$ cat src/rtl/fetch_align_unit.sv
// Instruction-stream aligner: splits/stitches 16-bit parcels from 32-bit fetch words into
// one instruction per handshake. Define FETCH_RVC_EN for compressed (2-byte) parcel support.
module fetch_align_unit #(
    parameter int               XLEN     = 64,
    parameter logic [XLEN-1:0]  RESET_PC = 64'h0000_0000_0000_1000
) (
    input  logic             i_clk,
    input  logic             i_rst_n,
    input  logic [31:0]      i_fetch_data,
    input  logic             i_fetch_valid,
    output logic             o_fetch_ready,
    input  logic             i_flush,
    input  logic [XLEN-1:0]  i_flush_pc,
    output logic             o_valid,
    input  logic             i_ready,
    output logic [31:0]      o_ins,
    output logic [XLEN-1:0]  o_pc,
    output logic             o_is_comp
);

    localparam logic [XLEN-1:0] PC_INC4 = {{(XLEN-3){1'b0}}, 3'b100};

    logic             load_en_s;
    logic             fready_s;
    logic             emit_s;
    logic [31:0]      emit_ins_s;
    logic             emit_comp_s;
    logic [XLEN-1:0]  pc_r;
    logic [XLEN-1:0]  pc_n_s;
    logic             valid_r;
    logic [31:0]      ins_r;
    logic [XLEN-1:0]  pc_out_r;
    logic             comp_r;

`ifdef FETCH_RVC_EN
    typedef enum logic [1:0] {
        ST_EMPTY = 2'd0,
        ST_HALF  = 2'd1,
        ST_SKIP  = 2'd2
    } state_t;

    localparam logic [XLEN-1:0] PC_MASK  = {{(XLEN-1){1'b1}}, 1'b0};
    localparam logic [XLEN-1:0] PC_INC2  = {{(XLEN-2){1'b0}}, 2'b10};
    localparam state_t          RESET_ST = RESET_PC[1] ? ST_SKIP : ST_EMPTY;

    state_t       state_r;
    state_t       state_n_s;
    logic [15:0]  hold_r;
    logic [15:0]  hold_n_s;

    // Next-state, parcel assembly and fetch-ready decode
    always_comb begin
        load_en_s   = !valid_r || i_ready;
        fready_s    = 1'b0;
        emit_s      = 1'b0;
        emit_ins_s  = 32'h0000_0000;
        emit_comp_s = 1'b0;
        pc_n_s      = pc_r;
        state_n_s   = state_r;
        hold_n_s    = hold_r;
        if (i_flush) begin
            pc_n_s    = i_flush_pc & PC_MASK;
            state_n_s = i_flush_pc[1] ? ST_SKIP : ST_EMPTY;
            hold_n_s  = 16'h0000;
        end else begin
            case (state_r)
                ST_EMPTY: begin
                    fready_s = load_en_s;
                    if (i_fetch_valid && load_en_s) begin
                        emit_s = 1'b1;
                        if (i_fetch_data[1:0] != 2'b11) begin
                            emit_ins_s  = {16'h0000, i_fetch_data[15:0]};
                            emit_comp_s = 1'b1;
                            hold_n_s    = i_fetch_data[31:16];
                            state_n_s   = ST_HALF;
                            pc_n_s      = pc_r + PC_INC2;
                        end else begin
                            emit_ins_s = i_fetch_data;
                            pc_n_s     = pc_r + PC_INC4;
                        end
                    end else begin
                        emit_s = 1'b0;
                    end
                end
                ST_HALF: begin
                    // A held compressed parcel drains without consuming a word
                    if (hold_r[1:0] != 2'b11) begin
                        fready_s = 1'b0;
                        if (load_en_s) begin
                            emit_s      = 1'b1;
                            emit_ins_s  = {16'h0000, hold_r};
                            emit_comp_s = 1'b1;
                            state_n_s   = ST_EMPTY;
                            pc_n_s      = pc_r + PC_INC2;
                        end else begin
                            emit_s = 1'b0;
                        end
                    end else begin
                        fready_s = load_en_s;
                        if (i_fetch_valid && load_en_s) begin
                            emit_s     = 1'b1;
                            emit_ins_s = {i_fetch_data[15:0], hold_r};
                            hold_n_s   = i_fetch_data[31:16];
                            pc_n_s     = pc_r + PC_INC4;
                        end else begin
                            emit_s = 1'b0;
                        end
                    end
                end
                ST_SKIP: begin
                    fready_s = 1'b1;
                    if (i_fetch_valid) begin
                        hold_n_s  = i_fetch_data[31:16];
                        state_n_s = ST_HALF;
                    end else begin
                        state_n_s = ST_SKIP;
                    end
                end
                default: begin
                    state_n_s = ST_EMPTY;
                end
            endcase
        end
    end

    // Alignment state and held upper parcel
    always_ff @(posedge i_clk or negedge i_rst_n) begin
        if (!i_rst_n) begin
            state_r <= RESET_ST;
            hold_r  <= 16'h0000;
        end else begin
            state_r <= state_n_s;
            hold_r  <= hold_n_s;
        end
    end
`else
    localparam logic [XLEN-1:0] PC_MASK = {{(XLEN-2){1'b1}}, 2'b00};

    // Whole-word pass-through with word-aligned PC
    always_comb begin
        load_en_s   = !valid_r || i_ready;
        fready_s    = 1'b0;
        emit_s      = 1'b0;
        emit_ins_s  = 32'h0000_0000;
        emit_comp_s = 1'b0;
        pc_n_s      = pc_r;
        if (i_flush) begin
            pc_n_s = i_flush_pc & PC_MASK;
        end else begin
            fready_s = load_en_s;
            if (i_fetch_valid && load_en_s) begin
                emit_s     = 1'b1;
                emit_ins_s = i_fetch_data;
                pc_n_s     = pc_r + PC_INC4;
            end else begin
                emit_s = 1'b0;
            end
        end
    end
`endif

    // PC of the next parcel to emit
    always_ff @(posedge i_clk or negedge i_rst_n) begin
        if (!i_rst_n) begin
            pc_r <= RESET_PC & PC_MASK;
        end else begin
            pc_r <= pc_n_s;
        end
    end

    // Output register: loads only when empty or being consumed; flush drops valid
    always_ff @(posedge i_clk or negedge i_rst_n) begin
        if (!i_rst_n) begin
            valid_r  <= 1'b0;
            ins_r    <= 32'h0000_0000;
            pc_out_r <= {XLEN{1'b0}};
            comp_r   <= 1'b0;
        end else if (i_flush) begin
            valid_r <= 1'b0;
        end else if (load_en_s) begin
            valid_r <= emit_s;
            if (emit_s) begin
                ins_r    <= emit_ins_s;
                pc_out_r <= pc_r;
                comp_r   <= emit_comp_s;
            end
        end
    end

    assign o_fetch_ready = fready_s;
    assign o_valid       = valid_r;
    assign o_ins         = ins_r;
    assign o_pc          = pc_out_r;
    assign o_is_comp     = comp_r;

endmodule

$ cat config.mk
export PLATFORM = sky130hd
export DESIGN_NAME = fetch_align_unit
export DESIGN_NICKNAME = d
export VERILOG_FILES = /design/src/rtl/fetch_align_unit.sv
export SDC_FILE = /design/constraint.sdc
export NUM_CORES = 1
export LEC_CHECK = 0
export ABC_AREA = 1
export CORE_MARGIN = 4
export CORE_UTILIZATION = 45
export DETAILED_ROUTE_END_ITERATION = 16
export PLACE_DENSITY = 0.76
export SYNTH_ARGS = -nofsm -noshare
export SYNTH_HDL_FRONTEND = slang
export SYNTH_SLANG_ARGS = --single-unit
$ cat constraint.sdc
create_clock -name i_clk -period 1.6 [get_ports i_clk]
set_clock_uncertainty 0.1 [all_clocks]
set_input_delay 0.4 -clock i_clk [delete_from_list [all_inputs] [get_ports i_clk]]
set_output_delay 0.4 -clock i_clk [all_outputs]
set_load 0.005 [all_outputs]
==> summary.txt, run 1 <==
clk_lat worst skew -> 440 ps
Seq cells post-synth -> 157
crit path launch type -> flop
clk root buf -> clkbuf_16
Crit path max-delay family -> simple AND/OR/NAND/NOR gates
final instance area -> 0.01347 mm²
Inserted Clock Buffers -> 17
Area Growth Syn to Fin -> 59.91%
MaxCap Viol Count -> 0
slowest CP cell -> dfstp_2
Worst Setup End Kind -> flop
initial antenna violation count -> 0
Pwr Density -> 890.7 mW/mm²
post-layout min period -> 1874 ps
CTS tree -> built
Final nets -> 1619
failing checks -> negative setup slack
hold_ws -> 202.5 ps
die width -> 144.8 µm
Routed WL -> 31.30 mm
I/O pin total -> 200
Synth Area per Inst -> 7.303 µm²
hold path endpoint -> o_valid
Core ar. -> 0.01821 mm²
RSZ-0062 raised after global routing -> yes
Final Max Slew Viols -> 0
Routability Congestion -> 0.9450
Worst path max stage delay -> 600 ps
IO Port Bufs -> 194
Initial Util -> 0.4624
synthesized area -> 0.008421 mm²
Hold Crit Depth -> 4
DRC viols -> 0
Final Hold Fails -> 0
Overall Global Routing Usage -> 0.2706
most frequent cells in the layout -> nand2_1, dfrtp_1, buf_4
Mapped Cells -> 1153
DP Worst Slack -> -481.8 ps
leak pwr -> 6.325 nW
worst r2r path cells -> 9
ratio of cells with drive above 1 in the final layout -> 0.2556
total chip power -> 11.99 mW
Buf+Inv Stages, Crit Path -> 0
fin crit share -> 1.171
pin count of the biggest net entering global routing -> 62
First-pass DRT Iterations -> 8
reg2reg end -> pc_r[54]
die height -> 144.8 µm
most common cell after layout, fill and taps aside -> nand2_1
critical path, cell by cell -> nand2_4 > nor2_4 > nand2_4 > nor2_8 > nand2_4 > nor2_4 > nand2_1 > nand2_1 > nand3_1
worst r2r src -> pc_r[12]
worst path required time -> 1820 ps
worst vdd ir -> 0.8388 mV
placed wire-length estimate -> 20.63 mm
Max Clock Freq -> 0.5337 GHz
Clock Tree Buf Depth -> 2
wire length per cell -> 17.79 µm
htree depth -> 4
ANT nets after route -> 0
status -> complete, but fails checks
cell row count -> 49
dpl cells -> 1656
Inserted Diodes -> 0
CTS sink count -> 157
die area -> 0.02097 mm²
DP Area -> 0.01154 mm²
Hold Path Class -> input port to flop
vias -> 9533
sequential share of the synthesized area -> 0.4667
WS Path Type -> flop to flop
WP data arrival -> 2090 ps
Max FO, Critical Path -> 4
vias in the first global route -> 8745
initial DRC count -> 938
Yosys cell types -> 36
Ys Warns -> 0
Final setup viols -> 52
via/cell ratio -> 5.420
final non-filler cell total -> 1759
Reg clk slew, reported paths -> 70 ps
Worst R2R Setup Slack -> -270 ps
Overflow after GRT -> 0
worst hold start -> i_ready
Most common cell on crit path -> nand2_4
first-pass GRT wire length -> 44.56 mm
final worst slack -> -273.6 ps
routing by layer:
| layer | global-route usage | wire (µm) | share of wire |
|---|---|---|---|
| met5 | 0 | 0 | 0 |
| met4 | 0.08787 | 890 | 0.028 |
| met3 | 0.05291 | 2837 | 0.091 |
| met2 | 0.4342 | 14670 | 0.47 |
| met1 | 0.3709 | 12900 | 0.41 |
worst max-delay path by stage:
stage / start / end / slack, ps / depth (start not counted)
final: pc_r[12] / pc_r[54] / -270 / 9
after global routing: pc_r[25] / pc_r[55] / -330 / 8
after CTS: pc_r[12] / pc_r[53] / -210 / 9
after detailed placement: i_ready / o_fetch_ready / -480 / 4
after global placement: i_ready / o_fetch_ready / -480 / 4
after floorplan: pc_r[2] / pc_r[58] / 10 / 10
synthesized netlist by cell type:
library cell / instances / area share
dfstp_2: 1 / 0.0031
o21ai_1: 2 / 0.0012
nor2_8: 2 / 0.0048
nor3_1: 5 / 0.0030
buf_1: 10 / 0.0045
o21ai_0: 101 / 0.060
o21a_1: 6 / 0.0053
o211ai_1: 10 / 0.0089
nand3b_1: 14 / 0.012
xnor2_1: 1 / 0.0010
inv_2: 1 / 0.00045
and2_1: 4 / 0.0030
nor3b_1: 1 / 0.00089
o21bai_1: 1 / 0.00089
nor2_4: 10 / 0.013
nor2_1: 144 / 0.064
o221ai_1: 4 / 0.0042
dfrtp_1: 156 / 0.46
a31oi_1: 1 / 0.00074
inv_1: 108 / 0.048
conb_1: 1 / 0.00045
nand3_1: 90 / 0.053
a21oi_1: 6 / 0.0036
nand2_4: 2 / 0.0027
clkbuf_1: 14 / 0.0062
nand2_2: 9 / 0.0067
or2_0: 1 / 0.00074
nand2_1: 378 / 0.17
nor2_2: 10 / 0.0074
ha_1: 1 / 0.0015
buf_6: 1 / 0.0013
xor2_1: 2 / 0.0021
buf_4: 6 / 0.0053
nand4_1: 32 / 0.024
buf_2: 15 / 0.0089
nand3_2: 3 / 0.0036
timing repair:
item	CTS	global route
gates cloned	0	7
gates resized for setup	220	152
pin swaps	35	60
setup endpoints to repair	143	155
hold buffers	1	0
buffers inserted	29	41
hold endpoints to repair	32	0
worst reg2reg max path, stage by stage, from the launching register on:
cell and delay, ps:
dfstp_2 600, nand2_4 100, nor2_4 160, nand2_4 80, nor2_8 200, nand2_4 90
nor2_4 220, nand2_1 90, nand2_1 60, nand3_1 70
report_power, final:
| group | total [mW] | switching, mW | internal [mW] |
|---|---|---|---|
| Sequential | 4.98 | 0.449 | 4.53 |
| Combinational | 2.93 | 1.40 | 1.53 |
| Clock | 4.09 | 1.99 | 2.10 |
| Total | 12.0 | 3.84 | 8.16 |
registers in the layout, summed over array words and instances, names as in the netlist:
register	flops
o_ins	32
o_pc	62
o_valid	1
pc_r	62
final cells by class:
class | count | area, µm²
clock buffers | 17 | 425.4
clock inverters | 15 | 168.9
fillers | 1338 | 4743
inverters | 109 | 411.6
multi-input cells | 843 | 4488
flip-flops and latches | 157 | 3936
well taps | 229 | 286.5
repair buffers | 389 | 3749
through the flow:
step | setup TNS, ps | util
after floorplan | 0 | -
after global placement | -54110 | 0.6338
after detailed placement | -58940 | 0.6338
after CTS | -4102 | 0.6928
after global routing | -11400 | 0.7395
final | -6785 | 0.7395
cells by family (layout without fill, tap and decap cells):
logic type,Yosys count,after routing,synth area share
DFF,157,157,0.4667
other,1,3,0.0004453
buffers and inverters,155,530,0.07489
and+or+nand+nor,705,705,0.3685
adders and majority gates,1,1,0.001486
AOI/OAI and AO/OA,131,131,0.08484
xor gates and xnor gates,3,3,0.003121
Note: power is estimated with default switching activity, not from simulation.
==> run 2: changes to the inputs <==
Settings changed: ABC_AREA 1 to unset, CORE_UTILIZATION 45 to 44, CTS_CLUSTER_DIAMETER set to 60, HOLD_SLACK_MARGIN set to 0.06.
==> summary.txt, run 2 <==
vias -> 8026
fin crit share -> 1.438
reg2reg end -> pc_r[50]
die height -> 138.8 µm
xor/xnor share of the synthesized area -> 0.02792
Primary FF master, synth -> dfrtp_1
Reg area -> 0.003935 mm²
switching power -> 3.507 mW
Synth Area in Adders -> 0.001662
leading cell types by count after synthesis -> dfrtp_1, mux2_2, nand2_1
Inserted Diodes -> 0
Overflow after GRT -> 0
switching part of the total -> 0.2791
EDFF count, synth -> 0
Mapped Cells -> 694
share of total power in the clock network -> 0.323
Final Max Slew Viols -> 0
Max FO, Critical Path -> 5
Seq pwr share -> 0.399
Fill cells -> 890
worst path required time -> 1850 ps
initial antenna violation count -> 0
clk root buf -> clkbuf_16
CTS tree -> built
Worst Setup End Kind -> flop
leak pwr -> 6.110 nW
most common cell after layout, fill and taps aside -> buf_4
largest area contributor in the netlist -> dfrtp_1
First-pass DRT Iterations -> 8
largest family of logic cells by synthesized area -> simple AND/OR/NAND/NOR gates
first-pass GRT wire length -> 43.04 mm
Synth async-reset ratio -> 1.000
failing checks -> negative setup slack
Final nets -> 1250
Synth top area share -> 0.5185
die area -> 0.01927 mm²
ratio of cells with drive above 1 in the final layout -> 0.4376
sequential share of the synthesized area -> 0.5220
Reg clk slew, reported paths -> 70 ps
Seq cells post-synth -> 157
Synth Area per Inst -> 10.85 µm²
slowest CP cell -> or4_4
Overall Global Routing Usage -> 0.2815
Ys Warns -> 0
cell row count -> 47
vias in the first global route -> 8062
ranking of synthesized cells by area -> dfrtp_1, mux2_2, nand2_1
simple logic cell fraction of the synthesized area -> 0.2023
total chip power -> 12.57 mW
crit path launch type -> flop
combinational power share -> 0.278
Final setup viols -> 149
Clock Tree Buf Depth -> 2
WP data arrival -> 2550 ps
fin util -> 0.8148
initial DRC count -> 784
via/cell ratio -> 5.812
pin count of the biggest net entering global routing -> 58
post-layout min period -> 2301 ps
Crit path max-delay family -> simple AND/OR/NAND/NOR gates
DRC viols -> 0
most frequent cell after synthesis -> dfrtp_1
MaxCap Viol Count -> 0
Final Hold Fails -> 0
Routability Congestion -> 0.8818
Buf+Inv Stages, Crit Path -> 1
Hold Path Class -> input port to asynchronous set/reset pin
Worst path max stage delay -> 500 ps
ANT nets after route -> 0
I/O pin total -> 200
worst r2r src -> pc_r[18]
WS Path Type -> flop to flop
critical path, cell by cell -> nand4_1 > nor3_2 > nand4b_1 > buf_6 > or4_4 > a31oi_1
IO Port Bufs -> 194
RSZ-0062 raised after global routing -> yes
die width -> 138.8 µm
Inserted Clock Buffers -> 17
Worst R2R Setup Slack -> -700 ps
Internal -> 9.060 mW
Pwr Density -> 923.5 mW/mm²
Yosys cell types -> 56
worst vdd ir -> 0.8110 mV
post-synthesis mux area share -> 0.1374
Core ar. -> 0.01670 mm²
post-synthesis compound-gate area fraction -> 0.08227
Area Growth Syn to Fin -> 80.76%
worst r2r path cells -> 6
status -> complete, but fails checks
wire length per cell -> 22.46 µm
synthesized area -> 0.007528 mm²
slew margin rel. -> 0.6386
Initial Util -> 0.4508
placed wire-length estimate -> 17.53 mm
Routed WL -> 31.02 mm
Worst-Margin Slew -> 542.1 ps
Max Clock Freq -> 0.4345 GHz
clk_lat worst skew -> 440 ps
htree depth -> 4
Multi-input gate area -> 0.004170 mm²
CTS sink count -> 157
final worst slack -> -701.3 ps
most frequent cells in the layout -> buf_4, dfrtp_1, clkdlybuf4s50_1
[run 2: cell count changes after synthesis, moves of 15 or more]
cell      before  now
clkbuf_1      14   33
nand2_1      378   70
o31ai_1        0   15
mux2_2         0   91
a31oi_1        1   17
nand3_1       90   27
o21ai_0      101   33
or4_1          0   16
nor2_1       144   37
inv_1        108    5
[run 2: per-stage QoR]
stage          instances  instance area, µm²  worst slack (ps)  TNS (ps)  hold WS (ps)
2_1_floorplan        696                7986            -427.7    -10400         4.409
3_3_place_gp        1238               11150            -863.0    -92840         171.5
3_5_place_dp        1238               11150            -891.9   -100140         171.7
4_1_cts             1342               12800            -488.4    -40500         278.9
5_1_grt             1381               13610            -743.6    -48620         307.4
6_report            1381               13610            -701.3    -44400         288.8
[run 2: repair_timing]
| action | 4_1_cts | 5_1_grt |
|---|---|---|
| hold endpoints to repair | 153 | 0 |
| gates cloned | 14 | 4 |
| resized for setup | 227 | 176 |
| pin swaps | 42 | 75 |
| buffers inserted | 58 | 46 |
| endpoints found under the setup margin | 245 | 207 |
| hold buffers | 1 | 0 |
[run 2: how the worst max path moves through the flow]
stage,to,cells after the start,startpoint,slack [ps]
floorplan,pc_r[44],6,pc_r[12],-430
global placement,pc_r[56],7,i_ready,-860
detailed placement,pc_r[56],7,i_ready,-890
CTS,pc_r[36],6,pc_r[12],-490
global route,pc_r[50],7,pc_r[12],-740
finish,pc_r[50],6,pc_r[18],-700
[run 2: cells by family after synthesis]
kind of cell	count (synthesis)
AOI/OAI and AO/OA	95
xor gates and xnor gates	24
adders and majority gates	1
buffers and inverters	46
DFF	157
muxes	92
other	1
and+or+nand+nor	278
[run 2: final cells by class]
| cell class | count | share of cell area |
|---|---|---|
| well taps | 220 | 0.02023 |
| multi-input cells | 493 | 0.3065 |
| inverters | 6 | 0.002023 |
| flip-flops and latches | 157 | 0.2892 |
| clock buffers | 19 | 0.03255 |
| repair buffers | 473 | 0.3394 |
| clock inverters | 13 | 0.01021 |
[run 2: power groups by stage]
stage	Combinational, mW	Clock, mW	Sequential (mW)
after floorplan	1.00	0	5.06
after global placement	2.92	0	5.00
after detailed placement	2.97	0	5.03
after CTS	3.13	4.09	4.95
after global routing	3.71	4.25	5.07
final	3.50	4.06	5.01
[run 2: layer usage]
layer / vias up / GRT usage / part of all wire
li1: 3479 / - / -
met1: 4002 / 0.3388 / 0.39
met2: 442 / 0.4815 / 0.50
met3: 103 / 0.07828 / 0.073
met4: 0 / 0.1087 / 0.038
met5: - / 0 / 0
